## config.mk

```make
export PLATFORM = sky130hd
export DESIGN_NAME = bin2bcd_double_dabble
export DESIGN_NICKNAME = d
export VERILOG_FILES = /design/src/rtl/bcd_pkg.sv /design/src/rtl/bcd_add3_digit.sv /design/src/rtl/bin2bcd_double_dabble.sv
export SDC_FILE = /design/constraint.sdc
export NUM_CORES = 1
export LEC_CHECK = 0
export CAP_MARGIN = 20
export CORE_ASPECT_RATIO = 0.75
export CORE_MARGIN = 4
export CORE_UTILIZATION = 35
export CTS_BUF_LIST = sky130_fd_sc_hd__clkbuf_8
export DETAILED_ROUTE_END_ITERATION = 6
export SYNTH_ARGS = -nofsm -noshare
export SYNTH_HDL_FRONTEND = slang
export SYNTH_SLANG_ARGS = --single-unit
```

## constraint.sdc

```tcl
create_clock -name clk -period 3.7 [get_ports clk]
set_input_delay 0.74 -clock clk [delete_from_list [all_inputs] [get_ports clk]]
set_output_delay 0.74 -clock clk [all_outputs]
set_load 0.01 [all_outputs]
```

## src/rtl/bcd_pkg.sv

```systemverilog
// Shared BCD definitions: converter FSM states and digit-count helper.
// Reused by the converter and by display drivers sizing digit buses.
package bcd_pkg;

  typedef enum logic [1:0] {
    ST_LOAD  = 2'd0,
    ST_SHIFT = 2'd1,
    ST_DONE  = 2'd2
  } bcd_state_e;

  // 1233/4096 approximates log10(2), giving the decimal digit count.
  function automatic int bcd_digits(input int width);
    return ((width * 1233) >> 12) + 1;
  endfunction

endpackage

```

## src/rtl/bcd_add3_digit.sv

```systemverilog
// Double-dabble correction cell: a digit of 5 or more gains 3.
// Purely combinational; no carry leaves the digit.
module bcd_add3_digit (
  input  logic [3:0] d_i,
  output logic [3:0] d_o
);

  assign d_o = (d_i >= 4'd5) ? d_i + 4'd3 : d_i;

endmodule

```

## src/rtl/bin2bcd_double_dabble.sv

```systemverilog
// Free-running serial binary-to-BCD converter (double dabble).
// One result every WIDTH+2 cycles, published with a one-cycle valid.
module bin2bcd_double_dabble
  import bcd_pkg::*;
#(
  parameter  int WIDTH  = 16,
  localparam int DIGITS = bcd_digits(WIDTH)
) (
  input  logic                  clk,
  input  logic                  nrst,
  input  logic [WIDTH-1:0]      bin_in,
  output logic [4*DIGITS-1:0]   bcd_out,
  output logic                  bcd_valid
);

  localparam int CW = $clog2(WIDTH);
  localparam int SW = 4 * DIGITS;

  bcd_state_e       state_q;
  logic [WIDTH-1:0] sh_q;
  logic [WIDTH-1:0] sh_d;
  logic [SW-1:0]    scr_q;
  logic [SW-1:0]    scr_d;
  logic [SW-1:0]    adj;
  logic [CW-1:0]    cnt_q;
  logic [SW+WIDTH-1:0] cat_d;

  for (genvar k = 0; k < DIGITS; k++) begin : g_dig
    bcd_add3_digit u_add3 (
      .d_i (scr_q[4*k +: 4]),
      .d_o (adj[4*k +: 4])
    );
  end

  // Corrected scratch and binary shift together as one wide register.
  assign cat_d = {adj, sh_q} << 1;
  assign scr_d = cat_d[SW+WIDTH-1:WIDTH];
  assign sh_d  = cat_d[WIDTH-1:0];

  always_ff @(posedge clk or negedge nrst) begin
    if (!nrst) begin
      state_q   <= ST_LOAD;
      sh_q      <= '0;
      scr_q     <= '0;
      cnt_q     <= '0;
      bcd_out   <= '0;
      bcd_valid <= 1'b0;
    end else begin
      bcd_valid <= 1'b0;
      unique case (state_q)
        ST_LOAD: begin
          sh_q    <= bin_in;
          scr_q   <= '0;
          cnt_q   <= '0;
          state_q <= ST_SHIFT;
        end
        ST_SHIFT: begin
          sh_q  <= sh_d;
          scr_q <= scr_d;
          cnt_q <= cnt_q + CW'(1);
          if (cnt_q == CW'(WIDTH - 1))
            state_q <= ST_DONE;
        end
        ST_DONE: begin
          bcd_out   <= scr_q;
          bcd_valid <= 1'b1;
          state_q   <= ST_LOAD;
        end
        default: state_q <= ST_LOAD;
      endcase
    end
  end

endmodule

```

==> Word-level counts from Yosys, hierarchy flattened <==
Index checks and enable logic that the tools add are counted.
{ "op_classes": {"eq_ne": 4, "muxes": 11, "n_reduce_logical": 2, "addsub": 6, "n_lt_le_gt_ge": 5} }
{ "op_table": {"columns": ["op", "n"], "rows": [
  ["$pmux W20 S2", 1],
  ["$pmux W16 S2", 1],
  ["$ge A4 B3 Y1 const B", 5],
  ["$add A4 B2 Y4 const B", 4],
  ["$mux W4", 4],
  ["$pmux W4 S2", 1],
  ["$add A4 B1 Y4 const B", 1],
  ["$eq A4 B4 Y1 const B", 1],
  ["$pmux W2 S2", 1],
  ["$add A3 B2 Y3 const B", 1],
  ["$mux W3", 1],
  ["$eq A2 B1 Y1 const B", 1],
  ["$eq A2 B2 Y1 const B", 1],
  ["$logic_not A2 Y1", 1],
  ["$mux W2", 1],
  ["$ne A2 B2 Y1 const B", 1],
  ["$reduce_bool A2 Y1", 1],
  ["$mux W1", 1]
]} }
{ "word_totals": {"output_inout_bits": 21, "regBits": 63} }

==> Longest topological paths before layout <==
Gate-level depths: netlist (run 1).
{ "logic_depth": {"depth_word": 3, "depth_mapped": 6, "mapped_depth_nobuf": 5} }

==> By module <==
A second synthesis (run 1) with hierarchy kept.
{ "hier_totals": {"hier_cells": 307, "area_unflattened_um2": 3164.3} }
{ "modules_own_cells": {"columns": ["mod", "instances", "seq_area_each_um2", "cells_each", "area_each_um2"], "rows": [
  ["bin2bcd_double_dabble", 1, 1576.5, 227, 2657.5],
  ["bcd_add3_digit", 5, 0.0, 16, 101.3]
]} }

==> Worst setup path after synthesis (run 1) <==
No wires, ideal clock.
{ "synth_path": {"path_kind": "reg-to-reg", "startpoint": "register scr_q[4]", "endpoint": "register scr_q[5]", "t_required_ps": 3574, "arrival_ps": 1213, "period_less_slack_ps": 1339, "path_slack_ps": 2361, "setup_time_ps": 126, "stages_incl_launch_ff": 5, "path_cell_list": "dfrtp_1 ha_1 nand2b_1 a21o_1 a221o_1"} }
{ "synth_via": {"elab_chain_cells": 3} }
{ "synth_rtl": {"columns": ["element", "line", "source"], "rows": [
  ["start, declared", "bin2bcd_double_dabble.sv:22", "logic [SW-1:0] scr_q;"],
  ["start signal, assigned", "bin2bcd_double_dabble.sv:59", "scr_q <= scr_d;"],
  ["$add A4 B2 Y4 or $ge A4 B3 Y1 (tied branches)", "bcd_add3_digit.sv:8", "assign d_o = (d_i >= 4'd5) ? d_i + 4'd3 : d_i;"],
  ["$mux W4 *", "bcd_add3_digit.sv:8", null],
  ["$pmux W20 S2 *", "bin2bcd_double_dabble.sv:50", "unique case (state_q)"]
]} }
Mark *: on every way between the ends. The rest lies on a longest branch, timed or not.
A chain may end at the register's enable or synchronous reset.

==> Final worst setup path (run 1) <==
{ "layout_path": {"startpoint": "register bcd_out[14]", "endpoint": "output port bcd_out[14]"} }
{ "layout_rtl": {"columns": ["element", "line", "source"], "rows": [
  ["start, declared", "bin2bcd_double_dabble.sv:12", "output logic [4*DIGITS-1:0] bcd_out,"],
  ["start signal, assigned", "bin2bcd_double_dabble.sv:65", "bcd_out <= scr_q;"]
]} }
No word-level cell between the ends.

==> results of run 1 <==
-- per-stage QoR --
step | instances | instance area, um^2 | total power (W) | utilization
floorplan | 302 | 3060 | 0.00121 | -
global placement | 430 | 3490 | 0.00144 | 0.411
detailed placement | 430 | 3490 | 0.00145 | 0.411
CTS | 446 | 3690 | 0.00210 | 0.435
global route | 446 | 3690 | 0.00221 | 0.435
finish | 446 | 3690 | 0.00206 | 0.435
-- worst reg2reg max path, delay by kind of cell (launching register included) --
family	cells	cell delay, ns
and+or+nand+nor	2	0.61
AOI/OAI and AO/OA	1	0.08
buffers and inverters	1	0.36
DFF	1	0.72
-- area by class of cell --
class,count,share of cell area
repair buffers,42,0.110
well taps,108,0.0366
clock buffers,9,0.0335
flip-flops and latches,63,0.427
inverters,13,0.0132
clock inverters,7,0.0220
multi-input cells,204,0.358
-- power groups by stage --
stage                     logic, W  registers, W  clock network, W
after global placement    0.000515      0.000930                 0
after floorplan           0.000287      0.000925                 0
after detailed placement  0.000523      0.000930                 0
final                     0.000516      0.000916          0.000625
after global routing      0.000585      0.000938          0.000684
after CTS                 0.000525      0.000918          0.000652
-- routing by layer --
layer  global-route usage  up-vias  part of all wire
met5                    0        -                 0
met2                0.196       37              0.44
met4               0.0316        0            0.0087
li1                     -     1118                 -
met1                0.161     1029              0.50
met3               0.0440        7             0.049
-- worst min path at each step --
stage | end | cells after the start | startpoint | slack (ns)
2_1_floorplan | bcd_out[0] | 0 | nrst | 0.44
3_3_place_gp | bcd_out[15] | 2 | bcd_out[15] | 0.46
3_5_place_dp | bcd_out[16] | 2 | bcd_out[16] | 0.47
4_1_cts | bcd_out[3] | 1 | nrst | 0.38
5_1_grt | bcd_out[19] | 1 | nrst | 0.41
6_report | bcd_out[19] | 1 | nrst | 0.38
-- cell usage after synthesis --
cell type / n
o21ai_0: 43
a41oi_1: 1
nand2b_1: 11
xnor2_1: 3
a21o_1: 4
mux2_2: 8
o311ai_0: 3
nor3_1: 1
o31ai_1: 3
o22ai_1: 2
a2111oi_0: 4
nand2_1: 61
ha_1: 11
clkbuf_1: 9
buf_2: 7
a21oi_1: 5
xor2_1: 1
nand3_1: 2
a221o_1: 4
o311ai_1: 3
nor3b_1: 7
dfrtp_1: 63
buf_6: 1
inv_1: 13
buf_4: 4
nor2_1: 3
a2111o_1: 6
mux2i_1: 15
nor2b_1: 2
buf_1: 1
a32o_1: 1
-- state kept, by name (all words and copies together), names as in the netlist --
signal / cells
bcd_valid: 1
scr_q: 20
state_q: 2
bcd_out: 20
cnt_q: 4
sh_q: 16
-- kinds of logic (layout without fill, tap and decap cells) --
logic type,Yosys count,after routing,share of synthesized area
simple gates,87,87,0.127
mux,23,23,0.0785
xor+xnor,4,4,0.0114
flops,63,63,0.515
fa+ha+maj,11,11,0.0450
compound gates,79,79,0.170
buf+inv,35,71,0.0531
==> qor.yml, run 1 <==
status:
  outcome: "finished clean"
grt:
  grt_pass1_vias: 2193
  grt_first_pass_wirelength_mm: 10.2
  grt_overflow: 0
  track_usage: 0.123
  grt_start_max_net_pins: 49
  antenna_found_initial: 0
worst_setup_path:
  startpoint: "bcd_out[14]"
  path_depth: 1
  worstSetupEndpoint: "bcd_out[14]"
  crit_path_start_kind: "register"
  cp_slowest_cell: "clkdlybuf4s50_1"
  r2r_cells: 4
  arrival_ns: 1.23
  critPathMaxStageDelay_ns: 0.54
  critical-path-top-delay-family: "buffers and inverters"
  r2r_start: "state_q[1]"
  cp.required_ns: 2.96
  cp_max_fo: 2
  endpoint_kind: "output port"
  path_class: "register to output port"
  crit_chain: "clkdlybuf4s50_1"
  path_buf_inv: 1
  r2r_slack_ns: 1.81
  rr_endpoint: "bcd_out[9]"
detailed_routing:
  wire_per_inst_um: 13.1
  drt_first_pass_iters: 4
  postRouteAntennaNets: 0
  viasPerCell: 4.91
  wl_mm: 5.84
  drt_iter0_drc: 145
  via_count: 2191
  drcViolationCount: 0
timing:
  tns_ns: 0
  hold_ws_ns: 0.382
  rsz0062_at_grt: "no"
  hold_violations: 0
  drv_slew: 0
  fin_worst_skew_ns: 0.00928
  setup_ws_ns: 1.73
  worstMarginPinSlew_ns: 0.734
  min_period_ns: 1.97
  finalSetupViolations: 0
  finalCritPeriodShare: 0.533
  fmax_mhz: 507
  max_slew_margin: 0.511
logic_synthesis:
  ys_seq_elements: 63
  synth.avg_cell_area_um2: 10.1
  yosys_warnings: 0
  synth.area.top_cells: "dfrtp_1 (52%), nand2_1 (7.5%), o21ai_0 (7.0%)"
  syn_inst: 302
  synth_cell_types: 31
  syn_area_um2: 3060
  yosysTopAreaCell: "dfrtp_1"
  syn_nets: 331
  synth.top_cell.area_share: 0.515
  yosysSeqAreaShare: 0.515
power_and_ir_drop:
  p_clk_frac: 0.304
  p_sw_w: 0.000590
  p_per_area_nw_per_um2: 557
  combPwrFrac: 0.251
  p_seq_frac: 0.445
  swShare: 0.287
  p_leak_nw: 1.70
  peakVddDrop_mv: 0.234
  p_int_w: 0.00147
clock_network:
  cts_buffer_depth: 2
  root_buffer: "clkbuf_8"
  htree_levels: 3
  clock_latency_ns: 0.33
  post_cts_resized: 0
  post_cts_buffers: 0
  tritoncts: "built"
  ctsHoldBuffers: 0
  numCtsBuffers: 9
  cts_sinks: 63
  cts.reportedPaths.clkPinSlew_ns: 0.07
cells_and_area:
  final_cell_mix: "dfrtp_1 (62), nand2_1 (61), o21ai_0 (43), clkdlybuf4s50_1 (37), inv_1 (16)"
  fin_nets: 362
  regArea_um2: 1580
  multi_input_area_um2: 1320
  antennaDiodeCount: 0
  num-fill-cells: 829
  drive_above_1_share: 0.0799
  area_growth_pct: 20.7
  final_common_cell: "dfrtp_1"
floorplanning:
  num_rows: 29
  core_area_um2: 8490
  start_util: 0.360
  die_h_um: 89.0
  die_w_um: 116
  ios: 39
  fp.dieArea_um2: 10300
flow_run:
  drv_cap: 0
place:
  dpl.hpwl_mm: 3.94
  finalWeightedCongestion: 0.808
  io_buffers: 38
  pre_cts_ws_ns: 1.78
worst_hold_path:
  hold_path.class: "input pin to asynchronous set/reset pin"
No activity file was read; power rests on OpenSTA's default activity.
==> run 2: changes to the inputs <==
clock period = 1.7 ns   (was 3.7 ns; I/O delays follow)
==> run 2 against run 1 <==
  * The flow now finishes with violations (hold timing)
  * Combinational power rose by 120%
  * Utilization is 0.69 points higher
  * Die area stayed put
  * Critical path depth unchanged
  * Global-route usage rose by 0.44 points
  * Worst setup slack got worse by 1.6 ns
  * Count of clock-buffer cells in the layout rose by 1
  * Via count up 3.0%
  * Sequential power grew 120%
  * Largest cell class unchanged
  * Largest power group unchanged
==> qor.yml, run 2 (synthesis results as in run 1) <==
clock_network:
  post_cts_buffers: 0
  numCtsBuffers: 9
  root_buffer: "clkbuf_8"
  htree_levels: 3
  clock_latency_ns: 0.34
  cts_buffer_depth: 2
  post_cts_resized: 0
  cts.reportedPaths.clkPinSlew_ns: 0.07
  tritoncts: "built"
  cts_sinks: 63
  ctsHoldBuffers: 0
detailed_routing:
  via_count: 2256
  viasPerCell: 4.98
  drcViolationCount: 0
  drt_first_pass_iters: 4
  drt_iter0_drc: 97
  wl_mm: 6.00
  wire_per_inst_um: 13.3
  postRouteAntennaNets: 0
floorplanning:
  die_h_um: 89.0
  ios: 39
  core_area_um2: 8490
  fp.dieArea_um2: 10300
  start_util: 0.360
  die_w_um: 116
  num_rows: 29
worst_setup_path:
  cp.required_ns: 1.36
  critPathMaxStageDelay_ns: 0.55
  crit_chain: "clkdlybuf4s50_1"
  crit_path_start_kind: "register"
  path_class: "register to output port"
  path_buf_inv: 1
  critical-path-top-delay-family: "buffers and inverters"
  cp_slowest_cell: "clkdlybuf4s50_1"
  endpoint_kind: "output port"
  cp_max_fo: 2
  arrival_ns: 1.26
worst_hold_path:
  hold_path.class: "input pin to asynchronous set/reset pin"
power_and_ir_drop:
  peakVddDrop_mv: 0.528
  p_int_w: 0.00310
  p_sw_w: 0.00130
  swShare: 0.296
  p_seq_frac: 0.454
  combPwrFrac: 0.255
  p_leak_nw: 1.72
  p_per_area_nw_per_um2: 1170
  p_clk_frac: 0.292
timing:
  hold_ws_ns: -0.0112
  tns_ns: 0
  max_slew_margin: 0.727
  fin_worst_skew_ns: 0.00476
  finalCritPeriodShare: 0.939
  min_period_ns: 1.60
  setup_ws_ns: 0.103
  finalSetupViolations: 0
  fmax_mhz: 626
  drv_slew: 0
  worstMarginPinSlew_ns: 0.399
  rsz0062_at_grt: "no"
  hold_violations: 6
flow_run:
  drv_cap: 0
grt:
  grt_first_pass_wirelength_mm: 10.3
  track_usage: 0.127
  grt_start_max_net_pins: 64
  grt_pass1_vias: 2185
  antenna_found_initial: 0
  grt_overflow: 0
cells_and_area:
  drive_above_1_share: 0.104
  area_growth_pct: 22.6
  final_common_cell: "dfrtp_1"
  design_area_um2: 3750
  num-fill-cells: 826
  antennaDiodeCount: 0
  multi_input_area_um2: 1320
  regArea_um2: 1580
  final_cell_mix: "dfrtp_1 (62), nand2_1 (61), o21ai_0 (43), clkdlybuf4s50_1 (37), mux2i_1 (15)"
  reg_top3: "bcd_out x20, scr_q x20, sh_q x16"
  fin_nets: 369
place:
  pre_cts_ws_ns: 0.208
  dpl.hpwl_mm: 4.05
  finalWeightedCongestion: 0.772
  dpl_cell_area_um2: 3550
  io_buffers: 38
status:
  violations: "hold timing"
  outcome: "complete, but fails checks"
-- run 2: layout make-up --
type,instances,share of cell area
Clock buffer,10,0.0367
Clock inverter,6,0.0163
Inverter,13,0.0130
Multi-Input combinational cell,204,0.352
Sequential cell,63,0.420
Tap cell,108,0.0360
Timing Repair Buffer,49,0.125
-- run 2: final timing paths --
kind	cells past startpoint	slack, ns	end	startpoint
max	1	0.10	bcd_out[9]	bcd_out[9]
min	2	-0.01	bcd_valid	nrst
max reg2reg	5	0.19	scr_q[17]	scr_q[16]
min reg2reg	2	0.48	bcd_out[0]	bcd_out[0]
max in group asynchronous	2	1.41	state_q[1]	nrst
min in group clk	2	0.48	bcd_out[0]	bcd_out[0]
-- run 2: per-stage QoR --
step,cells,utilization,power [W]
after floorplan,302,-,0.00264
after global placement,437,0.419,0.00313
after detailed placement,437,0.419,0.00316
after CTS,453,0.442,0.00449
after global routing,453,0.442,0.00472
final,453,0.442,0.00440
-- run 2: power groups by stage --
| stage | sequential (W) | clock [W] | combinational, W |
|---|---|---|---|
| final | 0.00200 | 0.00129 | 0.00112 |
| after global routing | 0.00204 | 0.00142 | 0.00126 |
| after CTS | 0.00200 | 0.00134 | 0.00114 |
| after detailed placement | 0.00202 | 0 | 0.00114 |
| after global placement | 0.00202 | 0 | 0.00112 |
| after floorplan | 0.00201 | 0 | 0.000625 |
-- run 2: routing by layer --
metal / up-vias / part of all wire / track usage
li1: 1129 / - / -
met1: 1086 / 0.48 / 0.159
met2: 31 / 0.46 / 0.207
met3: 10 / 0.043 / 0.0426
met4: 0 / 0.014 / 0.0474
met5: - / 0 / 0
==> run 3: changes to the inputs <==
CORE_ASPECT_RATIO = 1.75   (was 0.75)
==> run 3 against run 2 <==
  * The flow now finishes without violations
  * Sequential power about the same
  * Worst setup slack improved by 0.017 ns
  * Global-route usage is 0.47 points higher
  * Clock skew is 0.0027 ns higher
  * Maximum frequency grew 1.1%
  * Cell count increased by 1.3%
  * First-iteration DRC count rose by 15%
==> qor.yml, run 3 (synthesis results as in run 1) <==
status:
  outcome: "finished clean"
place:
  dpl.hpwl_mm: 4.30
  finalWeightedCongestion: 0.751
  post-place-cells: 443
  io_buffers: 38
  dpl_cell_area_um2: 3570
cells_and_area:
  num-fill-cells: 813
  finalNonFillerCells: 459
  antennaDiodeCount: 0
  final_cell_mix: "nand2_1 (61), dfrtp_1 (61), o21ai_0 (43), clkdlybuf4s50_1 (37), inv_1 (16)"
  design_area_um2: 3750
  fin_nets: 369
  drive_above_1_share: 0.0959
  area_growth_pct: 22.4
  reg_top3: "bcd_out x20, scr_q x20, sh_q x16"
  fin_util: 0.445
worst_setup_path:
  crit_chain: "clkdlybuf4s50_1"
  startpoint: "bcd_out[2]"
  crit_path_start_kind: "register"
  cp_max_fo: 2
  path_depth: 1
  cp.required_ns: 1.36
  worstSetupEndpoint: "bcd_out[2]"
  r2r_slack_ns: 0.16
  critPathMaxStageDelay_ns: 0.54
  r2r_start: "scr_q[12]"
  path_class: "register to output port"
  path_buf_inv: 1
  arrival_ns: 1.24
  r2r_cells: 5
  critical-path-top-delay-family: "buffers and inverters"
  cp_slowest_cell: "clkdlybuf4s50_1"
  rr_endpoint: "scr_q[13]"
  endpoint_kind: "output port"
detailed_routing:
  wl_met2_mm: 3.32
  viasPerCell: 4.98
  top_layer_used: "met4"
  drt_iter0_drc: 112
  wire_per_inst_um: 13.5
  postRouteAntennaNets: 0
  wl_mm: 6.19
  via_count: 2284
  dr_wl_met3_um: 218
  drcViolationCount: 0
  wl_met1_mm: 2.43
  drt_first_pass_iters: 4
power_and_ir_drop:
  p_total_w: 0.00428
  p_leak_nw: 1.73
  peakVddDrop_mv: 0.456
  p_per_area_nw_per_um2: 1140
timing:
  worstMarginPinSlew_ns: 0.375
  drv_slew: 0
  fin_worst_skew_ns: 0.00742
  fmax_mhz: 633
  finalCritPeriodShare: 0.929
  max_slew_margin: 0.744
  min_period_ns: 1.58
  rsz0062_at_grt: "no"
  hold_violations: 0
  finalSetupViolations: 0
  tns_ns: 0
floorplanning:
  num_rows: 44
  die_w_um: 78.7
  core_area_um2: 8420
  ios: 39
  start_util: 0.363
  fp.dieArea_um2: 10400
  die_h_um: 132
clock_network:
  htree_levels: 3
  cts_sinks: 63
  root_buffer: "clkbuf_8"
  cts_buffer_depth: 2
  numCtsBuffers: 9
  tritoncts: "built"
  cts.reportedPaths.clkPinSlew_ns: 0.06
  post_cts_buffers: 0
  clock_latency_ns: 0.34
flow_run:
  drv_cap: 0
worst_hold_path:
  hold_path_startpoint: "bcd_out[16]"
  hold_path.class: "register to register"
grt:
  grt_first_pass_wirelength_mm: 10.9
  grt_pass1_vias: 2436
  grt_start_max_net_pins: 64
  track_usage: 0.132
  antenna_found_initial: 0
  grt_overflow: 0
## run 3: changes by cell type in the layout (fill, tap and decap cells not counted), sizes merged
cell	change
dlygate4sd3	+1
clkinvlp	-3
clkbuf	+1
bufinv	-1
buf	-1
inv	+2
## run 3: metrics by stage
step | setup WS, ns | hold slack [ns]
floorplan | 0.361 | 0.0444
global route | 0.00106 | 0.502
detailed placement | 0.170 | 0.385
CTS | 0.0802 | 0.484
finish | 0.120 | 0.474
global placement | 0.164 | 0.382
## run 3: worst min-delay path by stage
stage,endpoint,depth (start not counted)
finish,bcd_out[16],2
global route,bcd_out[13],2
CTS,bcd_out[17],2
detailed placement,bcd_out[7],2
global placement,sh_q[0],2
floorplan,bcd_out[0],0
## run 3: repair_timing
item	CTS	global route
hold buffers	1	0
gates resized for setup	0	1
setup endpoints to repair	0	1
hold endpoints to repair	2	0
## run 3: where the power goes
part	switching, W	total [W]	internal (W)
sequential	0.000237	0.00200	0.00176
combinational	0.000518	0.00116	0.000641
clock	0.000541	0.00112	0.000582
## run 3: area by class of cell
class,instances,area [um^2],area share
flip-flops and latches,63,1580,0.421
clock inverters,4,16.3,0.00434
well taps,115,144,0.0384
multi-input cells,204,1320,0.353
clock buffers,11,151,0.0404
repair buffers,49,485,0.130
inverters,13,48.8,0.0130
## run 3: layer usage
layer	track usage	vias up
met2	0.232	38
met5	0	-
li1	-	1129
met1	0.136	1098
met3	0.0342	19
met4	0.0827	0
